### src/rtl/vault_pkg.sv
// Shared definitions for the vault lock controller: the 3-bit state encoding.
package vault_pkg;

  typedef enum logic [2:0] {
    ST_IDLE    = 3'd0,
    ST_CHECK   = 3'd1,
    ST_OPEN    = 3'd2,
    ST_LOCKOUT = 3'd3,
    ST_PROGRAM = 3'd4
  } state_e;

endpackage

### src/rtl/vault_timer.sv
// Loadable down-counter that stops at zero; shared by the lockout and auto-relock intervals.
module vault_timer #(
  parameter int W = 4
) (
  input  logic         clk,
  input  logic         RESETN,
  input  logic         load,
  input  logic [W-1:0] value,
  output logic         zero
);

  logic [W-1:0] cnt_d, cnt_q;

  always_comb begin
    cnt_d = cnt_q;
    if (load) begin
      cnt_d = value;
    end else if (cnt_q != '0) begin
      cnt_d = cnt_q - W'(1);
    end
  end

  always_ff @(posedge clk) begin
    if (!RESETN) begin
      cnt_q <= '0;
    end else begin
      cnt_q <= cnt_d;
    end
  end

  assign zero = (cnt_q == '0);

endmodule

### src/rtl/vault_lock_ctrl.sv
// Keypad vault lock: collects digit entries, checks against a programmable code,
// enforces a lockout after repeated failures and relocks automatically after a timeout.
module vault_lock_ctrl
  import vault_pkg::*;
#(
  parameter int                              DIGIT_W        = 4,
  parameter int                              NUM_DIGITS     = 4,
  parameter logic [NUM_DIGITS*DIGIT_W-1:0]   DEFAULT_CODE   = 16'h1234,
  parameter int                              MAX_TRIES      = 3,
  parameter int                              LOCKOUT_CYCLES = 1000,
  parameter int                              UNLOCK_CYCLES  = 5000
) (
  input  logic                               clk,
  input  logic                               RESETN,
  input  logic                               ENTER,
  input  logic [DIGIT_W-1:0]                 DIGIT,
  input  logic                               CLEAR,
  input  logic                               LOCK_REQ,
  input  logic                               SET_EN,
  output logic                               UNLOCKED,
  output logic                               ERROR,
  output logic                               LOCKED_OUT,
  output logic [$clog2(MAX_TRIES+1)-1:0]     TRIES_LEFT,
  output logic [$clog2(NUM_DIGITS+1)-1:0]    DIGIT_COUNT,
  output logic [2:0]                         STATE
);

  localparam int CODE_W  = NUM_DIGITS * DIGIT_W;
  localparam int CNT_W   = $clog2(NUM_DIGITS + 1);
  localparam int TRY_W   = $clog2(MAX_TRIES + 1);
  localparam int TMR_MAX = (LOCKOUT_CYCLES > UNLOCK_CYCLES) ? LOCKOUT_CYCLES : UNLOCK_CYCLES;
  localparam int TMR_W   = (TMR_MAX > 1) ? $clog2(TMR_MAX) : 1;

  state_e              state_d, state_q;
  logic [CODE_W-1:0]   entry_d, entry_q;
  logic [CODE_W-1:0]   code_d, code_q;
  logic [CNT_W-1:0]    cnt_d, cnt_q;
  logic [TRY_W-1:0]    tries_d, tries_q;
  logic                error_d, error_q;
  logic                enter_d, enter_q;

  logic                edge_det;
  logic                last_digit;
  logic [CODE_W-1:0]   shifted;
  logic                tmr_load;
  logic [TMR_W-1:0]    tmr_val;
  logic                tmr_zero;

  vault_timer #(.W(TMR_W)) u_timer (
    .clk    (clk),
    .RESETN (RESETN),
    .load   (tmr_load),
    .value  (tmr_val),
    .zero   (tmr_zero)
  );

  assign edge_det   = ENTER & ~enter_q;
  assign last_digit = (cnt_q == CNT_W'(NUM_DIGITS - 1));
  assign shifted    = (entry_q << DIGIT_W) | CODE_W'(DIGIT);

  always_comb begin
    state_d  = state_q;
    entry_d  = entry_q;
    code_d   = code_q;
    cnt_d    = cnt_q;
    tries_d  = tries_q;
    error_d  = 1'b0;
    enter_d  = ENTER;
    tmr_load = 1'b0;
    tmr_val  = TMR_W'(UNLOCK_CYCLES - 1);

    case (state_q)
      ST_IDLE: begin
        if (CLEAR) begin
          entry_d = '0;
          cnt_d   = '0;
        end else if (edge_det) begin
          entry_d = shifted;
          if (last_digit) begin
            cnt_d   = '0;
            state_d = ST_CHECK;
          end else begin
            cnt_d = cnt_q + CNT_W'(1);
          end
        end
      end

      ST_CHECK: begin
        // Timer is loaded for whichever timed state follows; a reload on the IDLE path is harmless.
        tmr_load = 1'b1;
        entry_d  = '0;
        if (entry_q == code_q) begin
          state_d = ST_OPEN;
          tries_d = TRY_W'(MAX_TRIES);
        end else begin
          error_d = 1'b1;
          tries_d = tries_q - TRY_W'(1);
          if (tries_q == TRY_W'(1)) begin
            state_d = ST_LOCKOUT;
            tmr_val = TMR_W'(LOCKOUT_CYCLES - 1);
          end else begin
            state_d = ST_IDLE;
          end
        end
      end

      ST_OPEN: begin
        if (LOCK_REQ || tmr_zero) begin
          state_d = ST_IDLE;
        end else if (edge_det) begin
          tmr_load = 1'b1;
          if (SET_EN) begin
            state_d = ST_PROGRAM;
          end
        end
      end

      ST_LOCKOUT: begin
        if (tmr_zero) begin
          state_d = ST_IDLE;
          tries_d = TRY_W'(MAX_TRIES);
          entry_d = '0;
          cnt_d   = '0;
        end
      end

      ST_PROGRAM: begin
        if (LOCK_REQ) begin
          state_d = ST_IDLE;
          entry_d = '0;
          cnt_d   = '0;
        end else if (CLEAR) begin
          entry_d = '0;
          cnt_d   = '0;
        end else if (edge_det) begin
          if (last_digit) begin
            code_d  = shifted;
            entry_d = '0;
            cnt_d   = '0;
            state_d = ST_IDLE;
          end else begin
            entry_d = shifted;
            cnt_d   = cnt_q + CNT_W'(1);
          end
        end
      end

      default: begin
        state_d = ST_IDLE;
        entry_d = '0;
        cnt_d   = '0;
      end
    endcase
  end

  always_ff @(posedge clk) begin
    if (!RESETN) begin
      state_q <= ST_IDLE;
      entry_q <= '0;
      code_q  <= DEFAULT_CODE;
      cnt_q   <= '0;
      tries_q <= TRY_W'(MAX_TRIES);
      error_q <= 1'b0;
      enter_q <= 1'b0;
    end else begin
      state_q <= state_d;
      entry_q <= entry_d;
      code_q  <= code_d;
      cnt_q   <= cnt_d;
      tries_q <= tries_d;
      error_q <= error_d;
      enter_q <= enter_d;
    end
  end

  assign UNLOCKED    = (state_q == ST_OPEN);
  assign LOCKED_OUT  = (state_q == ST_LOCKOUT);
  assign ERROR       = error_q;
  assign TRIES_LEFT  = tries_q;
  assign DIGIT_COUNT = cnt_q;
  assign STATE       = state_q;

endmodule

### config.mk
export PLATFORM = sky130hd
export DESIGN_NAME = vault_lock_ctrl
export DESIGN_NICKNAME = d
export VERILOG_FILES = /design/src/rtl/vault_pkg.sv /design/src/rtl/vault_timer.sv /design/src/rtl/vault_lock_ctrl.sv
export SDC_FILE = /design/constraint.sdc
export NUM_CORES = 1
export LEC_CHECK = 0
export ABC_AREA = 1
export CELL_PAD_IN_SITES_DETAIL_PLACEMENT = 1
export CELL_PAD_IN_SITES_GLOBAL_PLACEMENT = 1
export CORE_UTILIZATION = 39
export CTS_BUF_LIST = sky130_fd_sc_hd__clkbuf_2
export CTS_CLUSTER_DIAMETER = 80
export DETAILED_ROUTE_END_ITERATION = 6
export GPL_TIMING_DRIVEN = 0
export PLACE_DENSITY_LB_ADDON = 0.1
export REMOVE_ABC_BUFFERS = 1
export SYNTH_ARGS = -nofsm -noshare
export SYNTH_HDL_FRONTEND = slang
export SYNTH_SLANG_ARGS = --single-unit
### constraint.sdc
create_clock -name clk -period 4.6 [get_ports clk]
set_input_delay 0.92 -clock clk [delete_from_list [all_inputs] [get_ports clk]]
set_output_delay 0.92 -clock clk [all_outputs]
set_load 0.05 [all_outputs]
* Word level (Yosys, flattened, before mapping)
Cells that the tools add are included.
Operators by class: add/sub/neg operators 3, equality and inequality tests 18, muxes and demuxes 39, bitwise gates (word level) 7, reduce and logical (&&, ||, !) cells 13
Operator list (count):
- two-way mux 16 bit | 7
- two-way mux 13 bit | 5
- case mux 16 bit (4 select lines) | 1
- two-way mux 3 bit | 15
- == test 16 bit | 1
- OR 16 x 4 -> 16 bit | 1
- case mux 3 bit (5 select lines) | 1
- zero test 13 bit | 1
- nonzero test 13 bit | 1
- subtractor 13 x 1 -> 13 bit (second input constant) | 1
- != test 3 bit (second input constant) | 4
- case mux 3 bit (4 select lines) | 1
- == test 3 x 2 -> 1 bit (second input constant) | 3
- AND reduction 9 bit | 1
- two-way mux 2 bit | 4
- != test 2 bit (second input constant) | 3
- AND reduction 2 bit | 3
- NOT 1 bit | 5
- AND reduction 5 bit | 1
- != test 4 bit (second input constant) | 1
- case mux 2 bit (2 select lines) | 1
- AND reduction 4 bit | 1
- nonzero test 2 bit | 2
- adder 3 x 1 -> 3 bit (second input constant) | 1
- 13 further kinds | 15
Word-level totals: flip-flop bits (word level) 55, input port bits 10, output and inout port bits 11, logic and storage cells 88

* Longest topological paths before layout
Gate-level depths: netlist of the first run.
depth in word-level cells 6, mapped depth 11, mapped depth without buffers 11

* Hierarchy
A second synthesis of the first run with hierarchy kept.
Second synthesis, totals: cells, all modules 460, area, all modules 3031.7 µm²
By module, submodules not included:
- vault_lock_ctrl | instances 1, cells each 322, area an instance 2100.8 µm², sequential area each 840.8 µm²
- vault_timer | instances 1, cells each 138, area an instance 930.9 µm², sequential area each 260.2 µm²

* Worst setup path after synthesis of the first run
Ideal clock, no wire load.
path type reg-to-output, start register state_q[0] (netlist: STATE[0]), end output LOCKED_OUT, data arrival time 1392 ps, required time 3680 ps, setup slack 2288 ps, cell stages (with the launch flop) 3, buffers on the path 0, cells stage by stage dfxtp_1 > nand2_1 > nor2_2
On the way: word-level cells in the longest chain between the ends 1
Ends and longest elaborated chain:
- start: declaration | line vault_lock_ctrl.sv:34 | state_e state_d, state_q;
- start signal: assignment | line vault_lock_ctrl.sv:166 | state_q <= state_d;
- == test 3 x 2 -> 1 bit | line vault_lock_ctrl.sv:177 | assign LOCKED_OUT = (state_q == ST_LOCKOUT);
- end: declaration | line vault_lock_ctrl.sv:22 | output logic LOCKED_OUT,
Every way passes these cells.

* Final worst setup path of the first run
start input RESETN, end register u_timer.cnt_q[3]
RTL lines:
- start: declaration | line vault_lock_ctrl.sv:14 | input logic RESETN,
- end signal: assignment | line vault_timer.sv:27 | cnt_q <= cnt_d;
- end: declaration | line vault_timer.sv:12 | logic [W-1:0] cnt_d, cnt_q;
No word-level cell between the ends.

==> results of run 1 <==
[cell type report]
class	count	share of cell area (%)
timing repair buffer	20	6.21
clock buffer	6	0.931
tap	99	3.84
inverter	79	9.19
clock inverter	1	0.931
sequential	55	34.1
multi-input combinational	289	44.8
[where the power goes]
part / switching [uW] / internal, uW
Sequential: 110 / 608
Combinational: 774 / 388
Clock: 151 / 91.3
[cells by family after synthesis]
logic type,count (synthesis),share of synthesized area (%)
buf+inv,92,12.7
fa+ha+maj,3,1.29
xor+xnor,6,1.80
flops,55,37.8
compound gates,66,12.4
simple gates,214,34.0
[worst reg2reg max path, cell delays in order, from the launching register on]
cell and delay (ns):
dfxtp_1 0.45, ha_1 0.17, inv_1 0.05, nor2_1 0.15
nand2_1 0.09, nor2_1 0.13, nand2_1 0.58, o21ai_0 0.42
a21oi_1 0.07
[per-stage QoR]
stage	hold slack (ns)	worst slack, ns	instance area, um^2
global route	0.526	0.618	3230
floorplan	0.443	2.29	2840
CTS	0.497	0.830	3230
finish	0.495	0.886	3230
global placement	0.455	0.396	3170
detailed placement	0.467	0.334	3170
[sequential cells by signal, summed over array words and instances (netlist names)]
| name | cells |
|---|---|
| code_q | 16 |
| entry_q | 16 |
| u_timer.cnt_q | 13 |
| DIGIT_COUNT | 3 |
| STATE | 3 |
| TRIES_LEFT | 2 |
| ERROR | 1 |
| enter_q | 1 |
[routing by layer]
layer	vias up	GRT usage [%]	share of wire, %
met1	1200	23.3	49
li1	1373	-	-
met5	-	0	0
met4	0	4.69	0.81
met3	6	3.17	1.7
met2	18	33.6	49
[how the worst max path moves through the flow]
stage	from	to	slack (ns)	cells after the start
after global placement	RESETN	u_timer.cnt_q[3]	0.40	3
after floorplan	STATE[0]	LOCKED_OUT	2.29	2
final	RESETN	u_timer.cnt_q[3]	0.89	3
after global routing	RESETN	u_timer.cnt_q[4]	0.62	3
after detailed placement	RESETN	u_timer.cnt_q[3]	0.33	3
after CTS	RESETN	u_timer.cnt_q[3]	0.83	3
[placed cells by master, fill, tap and decap left out]
master           count
a21oi_1             33
a31oi_1              2
bufinv_16            1
clkbuf_2             6
clkdlybuf4s50_1     20
clkinv_1             1
dfxtp_1             55
ha_1                 3
inv_1               76
inv_2                2
nand2_1            120
nand2_2              3
nand2_4              1
nand3_1             18
nand3_4              1
nand3b_1             1
nor2_1              41
nor2_2               3
nor2_4               4
nor3_1               6
nor3_2              13
nor4_1               2
o211ai_1             8
o21ai_0             19
o21ai_1              1
o21ai_2              1
o21bai_1             2
or2_2                1
xnor2_1              1
xor2_1               5
==> results_dict.tcl, run 1 <==
set metrics [dict create \
    totalWireLength_um 6800 \
    cts_setup_buffers 0 \
    rows 31 \
    slew-limit-headroom_pct 14.0 \
    start_kind "input pin" \
    synth_edf_count 0 \
    finalCritPeriodShare_pct 80.7 \
    clkSlewWorstSetupHoldPaths_ns 0.26 \
    worst_setup_path_end_kind "flip-flop" \
    cts_tree "yes" \
    holdCritStartpoint "code_q[1]" \
    synthFlopType "dfxtp_1" \
    grt_pass1_wl_um 11500 \
    fillers 983 \
    cp.arrival_ns 4.06 \
    core_area_um2 7250 \
    grt_overflow 0 \
    reg2reg_slack_ns 2.40 \
    hpwlAfterDp_um 4750 \
    finalCoreUtilization_pct 44.5 \
    worstSetupPathType "in -> reg" \
    antenna_found_initial 0 \
    yosysTopAreaCell "dfxtp_1" \
    setup_viol 0 \
    regToRegStartpoint "DIGIT_COUNT[0]" \
    yosysTopAreaCellShare_pct 37.8 \
    power_leakage_uw 0.00157 \
    hold_buffers 0 \
    drtIter0Drc 79 \
    ys_seq_elements 55 \
    hold_viol 0 \
    post_cts_resized 0 \
    maxSlewViolCount 0 \
    n_antenna_cell 0 \
    critical-path-top-delay-family "buffers and inverters" \
    ys_seq_area_share_pct 37.8 \
    layout.nets 463 \
    ff2ff_path_depth 8 \
    syn_area_per_cell_um2 6.69 \
    grt_pass1_vias 2531 \
    crit_path_top_delay_cell "clkdlybuf4s50_1" \
    ir_drop_v 0.000245 \
    numPortBuffers 20 \
    die_height_um 88.5 \
    drive_above_1_share_pct 8.00 \
    worstPathRequired_ns 4.95 \
    synth.most_common_cell "nand2_1" \
    synthCells 436 \
    via_per_inst 4.73 \
    htree_levels 2 \
    vias 2597 \
    crit_chain "clkdlybuf4s50_1 > clkinv_1 > nor4_1" \
    netlist_area_um2 2920 \
    power_uw 2120 \
    hold-path-endpoint "code_q[1]" \
    initial_utilization_pct 40.2 \
    dr.pass1.iters 4 \
    fmax_mhz 269 \
    min_period_ns 3.71 \
    max_stage_delay_ns 1.33 \
    grt_usage_pct 18.7 \
    critical_path_buf_inv_count 2 \
    die_w_um 88.5 \
    async_reset_ff_share_pct 0 \
    grt_max_degree 33 \
    cp_max_fo 30 \
    layout.cells.non_filler 549 \
    multi_input_area_um2 1440 \
    ant_nets 0 \
    route.detailed.drc 0 \
    cts.sinks 55 \
    clock_skew_ns 0.0193 \
    status "finished, final reports clean" \
    worstMarginPinSlew_ns 1.29 \
    die_area_um2 7830 \
    numCtsBuffers 5 \
    place.gp.congestion 0.828 \
    clockRootBuffer "clkbuf_2" \
    ios 21 \
    tns_ns 0 \
    placedCellCount 542 \
    insertion_delay_ns 0.44 \
    synth_area_leaders "dfxtp_1, nand2_1, inv_1" \
    register_area_um2 1100 \
    power_density_nw_per_um2 658 \
    synth_commonest_cells "nand2_1, inv_1, dfxtp_1" \
    rsz0062_at_grt "false" \
    holdPathStages 2 \
    routedWlPerCell_um 12.4 \
    ys.warnings.count 0 \
    clock_path_buffers 2 \
    reg2reg_to "code_q[13]" \
    synth.distinct_cells 31 \
    area_growth_syn_to_layout_pct 10.6 \
    min_path_type "reg -> reg" \
    max-cap-violations 0 \
]
No activity file was read; power rests on OpenSTA's default activity.
==> run 2: changes to the inputs <==
- clock period: 4.6 -> 3.6 ns (I/O delays scaled with it)
==> run 2 against run 1 <==
Net effect:
- design area increased by 0.16%
- non-clock buffer count unchanged
- setup slack got worse by 0.47 ns
- wire length rose by 1.1%
- critical path type unchanged
- critical endpoint is now entry_q[2]
- largest cell class unchanged
- largest power group unchanged
==> results_dict.tcl, run 2 (same netlist as run 1, synthesis figures left out) <==
set metrics [dict create \
    finalCritPeriodShare_pct 88.3 \
    placedCellCount 542 \
    ir_drop_v 0.000313 \
    final_cell_mix "nand2_1, inv_1, dfxtp_1" \
    cts.sinks 55 \
    swShare_pct 48.7 \
    core_area_um2 7250 \
    clkSlewWorstSetupHoldPaths_ns 0.26 \
    insertion_delay_ns 0.43 \
    worst_setup_path_end_kind "flip-flop" \
    power_uw 2710 \
    n_antenna_cell 0 \
    hold_buffers 0 \
    hpwlAfterDp_um 4750 \
    grt_max_degree 33 \
    numCtsBuffers 5 \
    p_int_uw 1390 \
    max-cap-violations 0 \
    seqPwrFrac_pct 33.9 \
    via_per_inst 4.71 \
    layout.nets 464 \
    clock_path_buffers 2 \
    clockRootBuffer "clkbuf_2" \
    p_comb_share_pct 54.8 \
    maxSlewViolCount 0 \
    totalWireLength_um 6880 \
    place.gp.congestion 0.828 \
    vias 2590 \
    die_height_um 88.5 \
    setup_viol 0 \
    reg_top3 "code_q: 16 flops, entry_q: 16 flops, u_timer.cnt_q: 13 flops" \
    worstMarginPinSlew_ns 1.28 \
    worstSetupPathType "in -> reg" \
    critical-path-top-delay-family "buffers and inverters" \
    start_kind "input pin" \
    ant_nets 0 \
    timing.hold.ws_ns 0.495 \
    routedWlPerCell_um 12.5 \
    max_stage_delay_ns 1.32 \
    mostFrequentLayoutCell "nand2_1" \
    area_growth_syn_to_layout_pct 10.8 \
    grt_usage_pct 18.7 \
    grt_pass1_wl_um 11500 \
    numPortBuffers 20 \
    initial_utilization_pct 40.2 \
    crit_path_top_delay_cell "clkdlybuf4s50_1" \
    status "finished, final reports clean" \
    clock_skew_ns 0.0161 \
    finalCoreUtilization_pct 44.5 \
    ios 21 \
    grt_overflow 0 \
    crit_chain "clkdlybuf4s50_1 > clkinvlp_2 > nor3_1" \
    min_path_type "reg -> reg" \
    antenna_found_initial 0 \
    worstPathRequired_ns 3.96 \
    layout.cells.non_filler 550 \
    fin_ws_ns 0.420 \
    drtIter0Drc 72 \
    fmax_mhz 314 \
    min_period_ns 3.18 \
    cp.arrival_ns 3.54 \
    route.detailed.drc 0 \
    clock_power_share_pct 11.3 \
    rows 31 \
    die_area_um2 7830 \
    rsz0062_at_grt "false" \
    dr.pass1.iters 4 \
    drive_above_1_share_pct 8.20 \
    htree_levels 2 \
    cts_tree "yes" \
    grt_pass1_vias 2531 \
    post_cts_resized 0 \
    cp_max_fo 31 \
    power_leakage_uw 0.00157 \
    cts_setup_buffers 0 \
    hold_viol 0 \
    slew-limit-headroom_pct 14.6 \
    power_density_nw_per_um2 839 \
    critical_path_buf_inv_count 2 \
    die_w_um 88.5 \
    place_ws_ns -0.466 \
    p_sw_uw 1320 \
]
## run 2: final timing paths
path              slack, ns  cells past startpoint    endpoint            from
setup / recovery       0.42                      3  entry_q[2]          RESETN
hold / removal         0.50                      2   code_q[1]       code_q[1]
setup reg to reg       1.40                      8  code_q[13]  DIGIT_COUNT[0]
hold reg to reg        0.50                      2   code_q[1]       code_q[1]
## run 2: per-stage QoR
step	area (um^2)	TNS, ns
6_report	3230	0
5_1_grt	3230	0
4_1_cts	3230	0
3_5_place_dp	3170	-8.59
3_3_place_gp	3170	-7.86
2_1_floorplan	2840	0
## run 2: worst register-to-register path, delay by kind of cell (launching register included)
kind                       cells  cell delay, ns
AOI/OAI and AO/OA              2            0.49
adders and majority gates      1            0.17
buffers and inverters          1            0.05
DFF                            1            0.45
and+or+nand+nor                4            0.96
## run 2: area by class of cell
class,instances,area (um^2)
Clock buffer,6,30.0
Timing Repair Buffer,20,200
Sequential cell,55,1100
Tap cell,99,124
Clock inverter,1,30.0
Multi-Input combinational cell,289,1440
Timing Repair inverter,1,5.00
Fill cell,984,4020
Inverter,79,297
## run 2: power groups by stage
stage | registers (uW) | clock network (uW) | logic [uW]
3_5_place_dp | 933 | 0 | 1500
4_1_cts | 920 | 327 | 1510
3_3_place_gp | 930 | 0 | 1470
6_report | 918 | 307 | 1480
2_1_floorplan | 1000 | 0 | 1060
5_1_grt | 944 | 356 | 1690
## run 2: routing by layer
metal / share of wire [%] / vias up / GRT usage, % / wire (um)
met5: 0 / - / 0 / 0
met4: 0.42 / 0 / 4.69 / 29
met3: 1.9 / 4 / 3.17 / 128
met2: 49 / 19 / 33.6 / 3380
met1: 49 / 1191 / 23.3 / 3340
li1: - / 1376 / - / -
==> run 3: changes to the inputs <==
- CORE_MARGIN: not set -> 1
==> results of run 3 <==
The final DEF is identical to that of run 2; final timing and power are the same.
